[src/rtl/ex_operand_if.sv]
// ID/EX operand-stage bundle: decoded ID fields, forwarding sources and EX-side outputs.
// The slave modport is the stage itself; master is whoever drives ID and the forwarding buses.
interface ex_operand_if #(
  parameter int N = 32,
  parameter int R = 5
);
  logic         id_valid;
  logic [N-1:0] id_rs1_data;
  logic [N-1:0] id_rs2_data;
  logic [N-1:0] id_imm;
  logic [R-1:0] id_rs1;
  logic [R-1:0] id_rs2;
  logic [R-1:0] id_rd;
  logic [1:0]   id_alu_op;
  logic [2:0]   id_funct3;
  logic         id_funct7b5;
  logic         id_alu_src;
  logic         id_reg_write;
  logic         id_mem_read;
  logic         stall;
  logic         flush;
  logic         mem_reg_write;
  logic [R-1:0] mem_rd;
  logic [N-1:0] mem_result;
  logic         wb_reg_write;
  logic [R-1:0] wb_rd;
  logic [N-1:0] wb_result;
  logic         ex_valid;
  logic [N-1:0] ex_alu_a;
  logic [N-1:0] ex_alu_b;
  logic [3:0]   ex_alu_sel;
  logic [N-1:0] ex_store_data;
  logic [R-1:0] ex_rd;
  logic         ex_reg_write;
  logic         ex_mem_read;
  logic         hazard_stall;

  modport master (
    output id_valid, id_rs1_data, id_rs2_data, id_imm, id_rs1, id_rs2, id_rd,
           id_alu_op, id_funct3, id_funct7b5, id_alu_src, id_reg_write, id_mem_read,
           stall, flush, mem_reg_write, mem_rd, mem_result, wb_reg_write, wb_rd, wb_result,
    input  ex_valid, ex_alu_a, ex_alu_b, ex_alu_sel, ex_store_data, ex_rd,
           ex_reg_write, ex_mem_read, hazard_stall
  );

  modport slave (
    input  id_valid, id_rs1_data, id_rs2_data, id_imm, id_rs1, id_rs2, id_rd,
           id_alu_op, id_funct3, id_funct7b5, id_alu_src, id_reg_write, id_mem_read,
           stall, flush, mem_reg_write, mem_rd, mem_result, wb_reg_write, wb_rd, wb_result,
    output ex_valid, ex_alu_a, ex_alu_b, ex_alu_sel, ex_store_data, ex_rd,
           ex_reg_write, ex_mem_read, hazard_stall
  );
endinterface

[src/rtl/ex_operand_stage.sv]
// ID/EX register stage feeding the ALU: operand select, Sel decode, load-use detection.
// Define EX_FWD_EN to enable EX/MEM and MEM/WB forwarding onto the operand paths.
module ex_operand_stage #(
  parameter int N = 32,
  parameter int R = 5
) (
  input logic          clk,
  input logic          rst,
  ex_operand_if.slave  bus_io
);

  localparam logic [3:0] SEL_ADD = 4'b0010;
  localparam logic [3:0] SEL_SUB = 4'b0110;
  localparam logic [3:0] SEL_AND = 4'b0000;
  localparam logic [3:0] SEL_OR  = 4'b0001;
  localparam logic [3:0] SEL_BAD = 4'b1111;

  function automatic logic [3:0] decode_sel(input logic [1:0] op, input logic [2:0] f3,
                                            input logic f7b5, input logic src);
    logic [3:0] sel;
    sel = SEL_BAD;
    case (op)
      2'b00: sel = SEL_ADD;
      2'b01: sel = SEL_SUB;
      2'b10: begin
        case (f3)
          3'b000:  sel = (f7b5 & ~src) ? SEL_SUB : SEL_ADD;
          3'b111:  sel = SEL_AND;
          3'b110:  sel = SEL_OR;
          default: sel = SEL_BAD;
        endcase
      end
      default: sel = SEL_BAD;
    endcase
    return sel;
  endfunction

  logic         valid_q, valid_d;
  logic         reg_write_q, reg_write_d;
  logic         mem_read_q, mem_read_d;
  logic         alu_src_q, alu_src_d;
  logic [R-1:0] rd_q, rd_d;
  logic [R-1:0] rs1_q, rs1_d;
  logic [R-1:0] rs2_q, rs2_d;
  logic [N-1:0] rs1_data_q, rs1_data_d;
  logic [N-1:0] rs2_data_q, rs2_data_d;
  logic [N-1:0] imm_q, imm_d;
  logic [3:0]   sel_q, sel_d;
  logic         hazard;
  logic [N-1:0] fwd_a;
  logic [N-1:0] fwd_b;

  // A load in EX whose rd is needed by ID cannot be forwarded in time.
  assign hazard = valid_q & mem_read_q & (rd_q != '0) & bus_io.id_valid &
                  ((rd_q == bus_io.id_rs1) | ((rd_q == bus_io.id_rs2) & ~bus_io.id_alu_src));

  always_comb begin
    valid_d     = valid_q;
    reg_write_d = reg_write_q;
    mem_read_d  = mem_read_q;
    alu_src_d   = alu_src_q;
    rd_d        = rd_q;
    rs1_d       = rs1_q;
    rs2_d       = rs2_q;
    rs1_data_d  = rs1_data_q;
    rs2_data_d  = rs2_data_q;
    imm_d       = imm_q;
    sel_d       = sel_q;
    if (bus_io.flush || (!bus_io.stall && hazard)) begin
      valid_d     = 1'b0;
      reg_write_d = 1'b0;
      mem_read_d  = 1'b0;
      alu_src_d   = 1'b0;
      rd_d        = '0;
      rs1_d       = '0;
      rs2_d       = '0;
      rs1_data_d  = '0;
      rs2_data_d  = '0;
      imm_d       = '0;
      sel_d       = SEL_ADD;
    end else if (!bus_io.stall) begin
      valid_d     = bus_io.id_valid;
      reg_write_d = bus_io.id_reg_write & bus_io.id_valid;
      mem_read_d  = bus_io.id_mem_read & bus_io.id_valid;
      alu_src_d   = bus_io.id_alu_src;
      rd_d        = bus_io.id_rd;
      rs1_d       = bus_io.id_rs1;
      rs2_d       = bus_io.id_rs2;
      rs1_data_d  = bus_io.id_rs1_data;
      rs2_data_d  = bus_io.id_rs2_data;
      imm_d       = bus_io.id_imm;
      sel_d       = decode_sel(bus_io.id_alu_op, bus_io.id_funct3,
                               bus_io.id_funct7b5, bus_io.id_alu_src);
    end
  end

  // ID -> EX register boundary
  always_ff @(posedge clk) begin
    if (rst) begin
      valid_q     <= 1'b0;
      reg_write_q <= 1'b0;
      mem_read_q  <= 1'b0;
      alu_src_q   <= 1'b0;
      rd_q        <= '0;
      rs1_q       <= '0;
      rs2_q       <= '0;
      rs1_data_q  <= '0;
      rs2_data_q  <= '0;
      imm_q       <= '0;
      sel_q       <= SEL_ADD;
    end else begin
      valid_q     <= valid_d;
      reg_write_q <= reg_write_d;
      mem_read_q  <= mem_read_d;
      alu_src_q   <= alu_src_d;
      rd_q        <= rd_d;
      rs1_q       <= rs1_d;
      rs2_q       <= rs2_d;
      rs1_data_q  <= rs1_data_d;
      rs2_data_q  <= rs2_data_d;
      imm_q       <= imm_d;
      sel_q       <= sel_d;
    end
  end

`ifdef EX_FWD_EN
  // MEM is younger than WB, so it wins; x0 is hard-wired and never forwarded.
  always_comb begin
    fwd_a = rs1_data_q;
    if (bus_io.mem_reg_write && (bus_io.mem_rd != '0) && (bus_io.mem_rd == rs1_q))
      fwd_a = bus_io.mem_result;
    else if (bus_io.wb_reg_write && (bus_io.wb_rd != '0) && (bus_io.wb_rd == rs1_q))
      fwd_a = bus_io.wb_result;
  end

  always_comb begin
    fwd_b = rs2_data_q;
    if (bus_io.mem_reg_write && (bus_io.mem_rd != '0) && (bus_io.mem_rd == rs2_q))
      fwd_b = bus_io.mem_result;
    else if (bus_io.wb_reg_write && (bus_io.wb_rd != '0) && (bus_io.wb_rd == rs2_q))
      fwd_b = bus_io.wb_result;
  end
`else
  logic unused_fwd;
  assign unused_fwd = ^{bus_io.mem_reg_write, bus_io.mem_rd, bus_io.mem_result,
                        bus_io.wb_reg_write, bus_io.wb_rd, bus_io.wb_result, rs1_q, rs2_q};
  assign fwd_a = rs1_data_q;
  assign fwd_b = rs2_data_q;
`endif

  assign bus_io.ex_valid      = valid_q;
  assign bus_io.ex_alu_a      = fwd_a;
  assign bus_io.ex_store_data = fwd_b;
  assign bus_io.ex_alu_b      = alu_src_q ? imm_q : fwd_b;
  assign bus_io.ex_alu_sel    = valid_q ? sel_q : SEL_ADD;
  assign bus_io.ex_rd         = rd_q;
  assign bus_io.ex_reg_write  = reg_write_q & valid_q;
  assign bus_io.ex_mem_read   = mem_read_q & valid_q;
  assign bus_io.hazard_stall  = hazard;

endmodule

[src/flat_wrapper.sv]
// flat-port wrapper written by rule: the top's interface ports become plain ports
module ex_operand_stage_flat 
#(
  parameter int N = 32,
  parameter int R = 5
)
  (clk, rst, bus_io_id_valid, bus_io_id_rs1_data, bus_io_id_rs2_data, bus_io_id_imm, bus_io_id_rs1, bus_io_id_rs2, bus_io_id_rd, bus_io_id_alu_op, bus_io_id_funct3, bus_io_id_funct7b5, bus_io_id_alu_src, bus_io_id_reg_write, bus_io_id_mem_read, bus_io_stall, bus_io_flush, bus_io_mem_reg_write, bus_io_mem_rd, bus_io_mem_result, bus_io_wb_reg_write, bus_io_wb_rd, bus_io_wb_result, bus_io_ex_valid, bus_io_ex_alu_a, bus_io_ex_alu_b, bus_io_ex_alu_sel, bus_io_ex_store_data, bus_io_ex_rd, bus_io_ex_reg_write, bus_io_ex_mem_read, bus_io_hazard_stall);
  ex_operand_if #(.N(N), .R(R)) bus_io_i ();
  input logic clk;
  input logic rst;
  input wire logic [$bits(bus_io_i.id_valid)-1:0] bus_io_id_valid;
  input wire logic [$bits(bus_io_i.id_rs1_data)-1:0] bus_io_id_rs1_data;
  input wire logic [$bits(bus_io_i.id_rs2_data)-1:0] bus_io_id_rs2_data;
  input wire logic [$bits(bus_io_i.id_imm)-1:0] bus_io_id_imm;
  input wire logic [$bits(bus_io_i.id_rs1)-1:0] bus_io_id_rs1;
  input wire logic [$bits(bus_io_i.id_rs2)-1:0] bus_io_id_rs2;
  input wire logic [$bits(bus_io_i.id_rd)-1:0] bus_io_id_rd;
  input wire logic [$bits(bus_io_i.id_alu_op)-1:0] bus_io_id_alu_op;
  input wire logic [$bits(bus_io_i.id_funct3)-1:0] bus_io_id_funct3;
  input wire logic [$bits(bus_io_i.id_funct7b5)-1:0] bus_io_id_funct7b5;
  input wire logic [$bits(bus_io_i.id_alu_src)-1:0] bus_io_id_alu_src;
  input wire logic [$bits(bus_io_i.id_reg_write)-1:0] bus_io_id_reg_write;
  input wire logic [$bits(bus_io_i.id_mem_read)-1:0] bus_io_id_mem_read;
  input wire logic [$bits(bus_io_i.stall)-1:0] bus_io_stall;
  input wire logic [$bits(bus_io_i.flush)-1:0] bus_io_flush;
  input wire logic [$bits(bus_io_i.mem_reg_write)-1:0] bus_io_mem_reg_write;
  input wire logic [$bits(bus_io_i.mem_rd)-1:0] bus_io_mem_rd;
  input wire logic [$bits(bus_io_i.mem_result)-1:0] bus_io_mem_result;
  input wire logic [$bits(bus_io_i.wb_reg_write)-1:0] bus_io_wb_reg_write;
  input wire logic [$bits(bus_io_i.wb_rd)-1:0] bus_io_wb_rd;
  input wire logic [$bits(bus_io_i.wb_result)-1:0] bus_io_wb_result;
  output wire logic [$bits(bus_io_i.ex_valid)-1:0] bus_io_ex_valid;
  output wire logic [$bits(bus_io_i.ex_alu_a)-1:0] bus_io_ex_alu_a;
  output wire logic [$bits(bus_io_i.ex_alu_b)-1:0] bus_io_ex_alu_b;
  output wire logic [$bits(bus_io_i.ex_alu_sel)-1:0] bus_io_ex_alu_sel;
  output wire logic [$bits(bus_io_i.ex_store_data)-1:0] bus_io_ex_store_data;
  output wire logic [$bits(bus_io_i.ex_rd)-1:0] bus_io_ex_rd;
  output wire logic [$bits(bus_io_i.ex_reg_write)-1:0] bus_io_ex_reg_write;
  output wire logic [$bits(bus_io_i.ex_mem_read)-1:0] bus_io_ex_mem_read;
  output wire logic [$bits(bus_io_i.hazard_stall)-1:0] bus_io_hazard_stall;
  assign bus_io_i.id_valid = bus_io_id_valid;
  assign bus_io_i.id_rs1_data = bus_io_id_rs1_data;
  assign bus_io_i.id_rs2_data = bus_io_id_rs2_data;
  assign bus_io_i.id_imm = bus_io_id_imm;
  assign bus_io_i.id_rs1 = bus_io_id_rs1;
  assign bus_io_i.id_rs2 = bus_io_id_rs2;
  assign bus_io_i.id_rd = bus_io_id_rd;
  assign bus_io_i.id_alu_op = bus_io_id_alu_op;
  assign bus_io_i.id_funct3 = bus_io_id_funct3;
  assign bus_io_i.id_funct7b5 = bus_io_id_funct7b5;
  assign bus_io_i.id_alu_src = bus_io_id_alu_src;
  assign bus_io_i.id_reg_write = bus_io_id_reg_write;
  assign bus_io_i.id_mem_read = bus_io_id_mem_read;
  assign bus_io_i.stall = bus_io_stall;
  assign bus_io_i.flush = bus_io_flush;
  assign bus_io_i.mem_reg_write = bus_io_mem_reg_write;
  assign bus_io_i.mem_rd = bus_io_mem_rd;
  assign bus_io_i.mem_result = bus_io_mem_result;
  assign bus_io_i.wb_reg_write = bus_io_wb_reg_write;
  assign bus_io_i.wb_rd = bus_io_wb_rd;
  assign bus_io_i.wb_result = bus_io_wb_result;
  assign bus_io_ex_valid = bus_io_i.ex_valid;
  assign bus_io_ex_alu_a = bus_io_i.ex_alu_a;
  assign bus_io_ex_alu_b = bus_io_i.ex_alu_b;
  assign bus_io_ex_alu_sel = bus_io_i.ex_alu_sel;
  assign bus_io_ex_store_data = bus_io_i.ex_store_data;
  assign bus_io_ex_rd = bus_io_i.ex_rd;
  assign bus_io_ex_reg_write = bus_io_i.ex_reg_write;
  assign bus_io_ex_mem_read = bus_io_i.ex_mem_read;
  assign bus_io_hazard_stall = bus_io_i.hazard_stall;
  ex_operand_stage #(.N(N), .R(R)) u_core (.clk(clk), .rst(rst), .bus_io(bus_io_i));
endmodule
[config.mk]
export PLATFORM = sky130hd
export DESIGN_NAME = ex_operand_stage_flat
export DESIGN_NICKNAME = d
export VERILOG_FILES = /design/src/rtl/ex_operand_if.sv /design/src/rtl/ex_operand_stage.sv /design/src/flat_wrapper.sv
export SDC_FILE = /design/constraint.sdc
export NUM_CORES = 1
export LEC_CHECK = 0
export CORE_MARGIN = 8
export CORE_UTILIZATION = 34
export DETAILED_ROUTE_END_ITERATION = 7
export HOLD_SLACK_MARGIN = 0.05
export PLACE_DENSITY = 0.86
export SLEW_MARGIN = 40
export SYNTH_ARGS = -nofsm -noshare
export SYNTH_HDL_FRONTEND = slang
export SYNTH_SLANG_ARGS = --single-unit
[constraint.sdc]
create_clock -name clk -period 1.89 [get_ports clk]
set_input_delay 0.567 -clock clk [delete_from_list [all_inputs] [get_ports clk]]
set_output_delay 0.567 -clock clk [all_outputs]
set_load 0.005 [all_outputs]
-- Word level (Yosys, flattened, before mapping)
Cells that the tools add are included.
- reductions and logical operators: 7
- bitwise operators: 11
- eq/ne operators: 6
- multiplexer cells: 5
- operators by type and width (operator ; number):
    32-bit two-way mux ; 1
    4-bit case mux with 3 select lines ; 2
    5-bit equality test ; 2
    1-bit AND ; 9
    3-bit equality test (second input constant) ; 2
    5-bit nonzero test ; 1
    4-bit two-way mux ; 1
    3-bit zero test ; 1
    3-bit two-way mux ; 1
    2-bit by 1-bit equality test with 1-bit output (second input constant) ; 1
    2-bit equality test (second input constant) ; 1
    2-bit zero test ; 1
    2-bit OR reduction ; 1
    1-bit logical AND ; 1
    1-bit zero test ; 1
    1-bit logical OR ; 1
    1-bit NOT ; 1
    1-bit bitwise OR ; 1
- output and inout port bits: 109
- register bits: 109
- logic and storage cells: 38

-- Logic depth before layout (Yosys ltp)
- depth in word-level cells: 7
- mapped depth: 6
- gate-level depth less buffers: 4

-- Least setup slack after synthesis
Ideal clock, no wire load.
- kind: flip-flop to output port
- start: register u_core.rd_q[0], in the netlist u_core.bus_io.ex_rd[0]
- end: output port bus_io_hazard_stall
- slack: -76 ps
- buffers on the path: 2
- data required time: 1323 ps
- stages on the path, launching flop included: 6
- arrival: 1399 ps
- cell sequence: dfxtp_1 or4_1 o211ai_2 buf_6 buf_6 nor2_1
- cells in the longest elaborated chain, start to end: 4
- elaborated cells between the ends (all ways): 8
- those cells by class: 2 x eq/ne; 5 x bitwise; 1 x reduce/logical
- ends and longest elaborated chain (item ; RTL line ; source):
    from (decl) ; ex_operand_stage.sv:42 ; logic [R-1:0] rd_q, rd_d;
    from (signal assigned) ; ex_operand_stage.sv:116 ; rd_q <= rd_d;
    5-bit equality test / 5-bit nonzero test (equally long branches) ; ex_operand_stage.sv:55, ex_operand_stage.sv:54 ;
    1-bit AND (on tied branches) ; ex_operand_stage.sv:55, ex_operand_stage.sv:54 ;
    1-bit bitwise OR / 1-bit AND (equally long branches) ; ex_operand_stage.sv:55, ex_operand_stage.sv:54 ;
    1-bit AND * ; ex_operand_stage.sv:54 ; assign hazard = valid_q & mem_read_q & (rd_q != '0) & bus_io.id_valid &
    to (decl) ; flat_wrapper.sv:40 ; output wire logic [$bits(bus_io_i.hazard_stall)-1:0] bus_io_hazard_stall;
Every way passes the cells marked *; elsewhere a longest branch is shown, timed or not.

-- Worst setup path after layout
- start: input port bus_io_id_rs1[4]
- end: output port bus_io_hazard_stall
- cells in the longest elaborated chain, start to end: 3
- ends and longest elaborated chain (item ; RTL line ; source):
    from (decl) ; flat_wrapper.sv:15 ; input wire logic [$bits(bus_io_i.id_rs1)-1:0] bus_io_id_rs1;
    5-bit equality test ; ex_operand_stage.sv:55 ; ((rd_q == bus_io.id_rs1) | ((rd_q == bus_io.id_rs2) & ~bus_io.id_alu_src));
    1-bit bitwise OR ; ex_operand_stage.sv:55 ;
    1-bit AND ; ex_operand_stage.sv:54 ;
No other way between the ends.

==> qor.csv <==
stage;metric;value;unit
run_status;run_status;finished, violations left;
run_status;violations;negative setup slack;
cells_and_area;fillers;1158;
pwr;p_seq_share;42.0;%
synth;yosys_register_bits;109;
placed_design;portBuffers;233;
die;start_util;34.90;%
timing;fin_crit;2229;ps
timing;fin_crit_sh;117.9;%
pwr;p_sw;0.001546;W
worst_setup_path;arrival;1660;ps
global_route;overflow;0;
worst_setup_path;required;1320;ps
synth;synth.avg_cell_area;8.883;um^2
worst_setup_path;cp-start-kind;input pin;
worst_setup_path;cp_slowest_cell;dlygate4sd2_1;
placed_design;dpl_worst_slack;-913.2;ps
timing;worst_slack;-339.0;ps
cells_and_area;nNetsFinal;1041;
pwr;p_int;0.004509;W
placed_design;place_inst;963;
clock_network;clockBufferDepth;2;
timing;relSlewSlack;81.69;%
timing;rsz0062_at_grt;true;
pwr;swShare;25.53;%
clock_network;numCtsBuffers;9;
placed_design;post_dp_cell_area;0.007795;mm^2
die;rows;44;
cells_and_area;final_cell_area;0.009238;mm^2
cells_and_area;multi_input_area;0.002845;mm^2
synth;synth_top_cell_by_area;dfxtp_1;
worst_setup_path;crit_type;in2out;
die;dieArea;0.01908;mm^2
timing;worst_pin_slew;274.7;ps
synth;syn_nets;772;
worst_setup_path;path_cells;dlygate4sd2_1 -> xnor2_1 -> nand3_1 -> o22a_1 -> nor2_2 -> buf_2;
global_route;antenna_found_initial;3;
global_route;grt_pass1_vias;5876;
worst_hold_path;min_path_type;reg2reg;
cells_and_area;final_common_cell;clkdlybuf4s50_1;
timing;fmax;448.6;MHz
clock_network;clock-sinks;109;
die;core;0.01453;mm^2
timing;final_max_slew_viol_count;0;
synth;yosysWarnings;0;
placed_design;dp_hpwl;13020;um
synth;postSynthCellCount;571;
drt;post_drt_wl_per_cell;21.20;um
cells_and_area;drive_gt1_share;24.50;%
synth;synth.area.top_cells;dfxtp_1 (43%), a32oi_1 (18%), o21ai_0 (10%);
worst_setup_path;path_buf_inv;2;
global_route;grt_pass1_wl;32800;um
die;ios;310;
timing;skew;8.487;ps
cells_and_area;final_core_util;63.56;%
drt;final_antenna_net_count;0;
drt;num_vias;5840;
drt;drt_iter0_drc;344;
cells_and_area;most-common-layout-cells;clkdlybuf4s50_1 (176), nand2_1 (108), a32oi_1 (103), dfxtp_1 (98), o21ai_0 (61);
drt;drt_pass1_iterations;5;
worst_setup_path;crit_fanout;2;
die;fp.dieH;138.1;um
drt;drt-total-wl;21880;um
run;max_cap_violations;0;
clock_network;clk-insertion-delay-late;360;ps
drt;drc;0;
clock_network;h-tree-depth;3;
cells_and_area;stdcell_count;1032;
clock_network;hold_buffers;0;
die;die_w;138.1;um
pwr;pwr-share-clk;34.4;%
clock_network;tritoncts;done;
timing;setup_viol;30;
pwr;pwr-share-comb;23.6;%
synth;seq_area_frac_synth;43.02;%
drt;via_per_inst;5.659;
worst_setup_path;crit_family;buffers and inverters;
cells_and_area;seqCellArea;0.002208;mm^2
worst_setup_path;cp-end-kind;output pin;
global_route;grt_max_degree;78;
synth;synth.distinct_cells;30;
timing;final-hold-violation-count;0;
timing;holdWs;467.5;ps
pwr;peakVddDrop;0.0006632;V
clock_network;clk_pin_slew;70;ps
clock_network;cts-root-buf;clkbuf_16;
worst_setup_path;critPathMaxStageDelay;250;ps
pwr;powerDensity;655.4;mW/mm^2
global_route;groute.usage.overall;21.09;%
synth;synth.cell_area;0.005072;mm^2
cells_and_area;syn_to_final_growth;82.12;%
placed_design;gp_congestion;0.7909;
synth;synth_top_area_share;43.02;%
pwr;p_leak;3.512;nW
synth_stat cells, drive strengths merged:
master and count:
a21o 5, a21oi 9, a221oi 2, a22o 2, a32oi 103, a41o 1
and2 5, and3 2, buf 19, clkbuf 43, dfxtp 109, mux2 32
nand2 108, nand2b 2, nand3 2, nand4 1, nor2 2, nor2b 2
nor3 2, nor3b 1, o211ai 2, o21ai 103, o22a 1, o22ai 1
or3 1, or4 1, xnor2 10
worst min-delay path: stages (launching register included):
cell,delay [ps]
dfxtp_1,330
a32oi_1,70
o21ai_2,50
kinds of logic (layout without fill, tap and decap cells):
kind of cell	count (synthesis)	in the layout	synth area share (%)
compound gates	229	229	31.28
simple gates	129	129	10.53
flops	109	109	43.02
buf+inv	62	336	6.339
mux	32	32	7.104
xor+xnor	10	10	1.727
other cells	0	3	0
state kept, by name (all words and copies together) (netlist names):
signal	flops
u_core.bus_io.ex_alu_a	32
u_core.bus_io.ex_store_data	32
u_core.imm_q	32
u_core.bus_io.ex_rd	5
u_core.sel_q	4
u_core.alu_src_q	1
u_core.bus_io.ex_valid	1
u_core.mem_read_q	1
u_core.reg_write_q	1
cell type report:
| type | count | area share [%] |
|---|---|---|
| flip-flops and latches | 109 | 23.91 |
| well taps | 184 | 2.492 |
| diodes | 3 | 0.08127 |
| clock buffers | 9 | 2.438 |
| multi-input cells | 400 | 30.80 |
| clock inverters | 7 | 1.056 |
| repair buffers | 320 | 39.23 |
layer usage:
metal  part of all wire, %  routed length (um)  track usage (%)
met2                    50               10970            36.51
met3                   8.9                1956            7.842
met5                     0                   0                0
met4                   2.8                 619            8.181
met1                    38                8338            22.89
stage by stage:
stage	total power (W)	TNS, ps
5_1_grt	0.006281	-6299
6_report	0.006055	-4729
4_1_cts	0.006066	-31340
3_5_place_dp	0.003697	-38500
2_1_floorplan	0.002918	-76.00
3_3_place_gp	0.003671	-32970
repair_timing:
action | CTS | global route
setup buffers | 41 | 8
pin swaps | 15 | 19
gates cloned | 13 | 5
gates resized for setup | 271 | 83
setup endpoints to repair | 154 | 146
final timing paths:
| kind | endpoint | cells past startpoint | slack, ps | from |
|---|---|---|---|---|
| hold / removal | u_core.bus_io.ex_alu_a[9] | 2 | 470 | u_core.bus_io.ex_alu_a[9] |
| setup / recovery | bus_io_hazard_stall | 6 | -340 | bus_io_id_rs1[4] |
| setup reg to reg | u_core.bus_io.ex_rd[4] | 6 | 0 | u_core.bus_io.ex_rd[0] |
| hold reg to reg | u_core.bus_io.ex_alu_a[9] | 2 | 470 | u_core.bus_io.ex_alu_a[9] |
power by group through the flow:
stage / registers, W / clock network [W] / logic [W]
floorplan: 0.00258 / 0 / 0.000342
global route: 0.00256 / 0.00220 / 0.00153
detailed placement: 0.00259 / 0 / 0.00111
finish: 0.00254 / 0.00208 / 0.00143
global placement: 0.00258 / 0 / 0.00109
CTS: 0.00253 / 0.00213 / 0.00140
No activity file was read; power rests on OpenSTA's default activity.
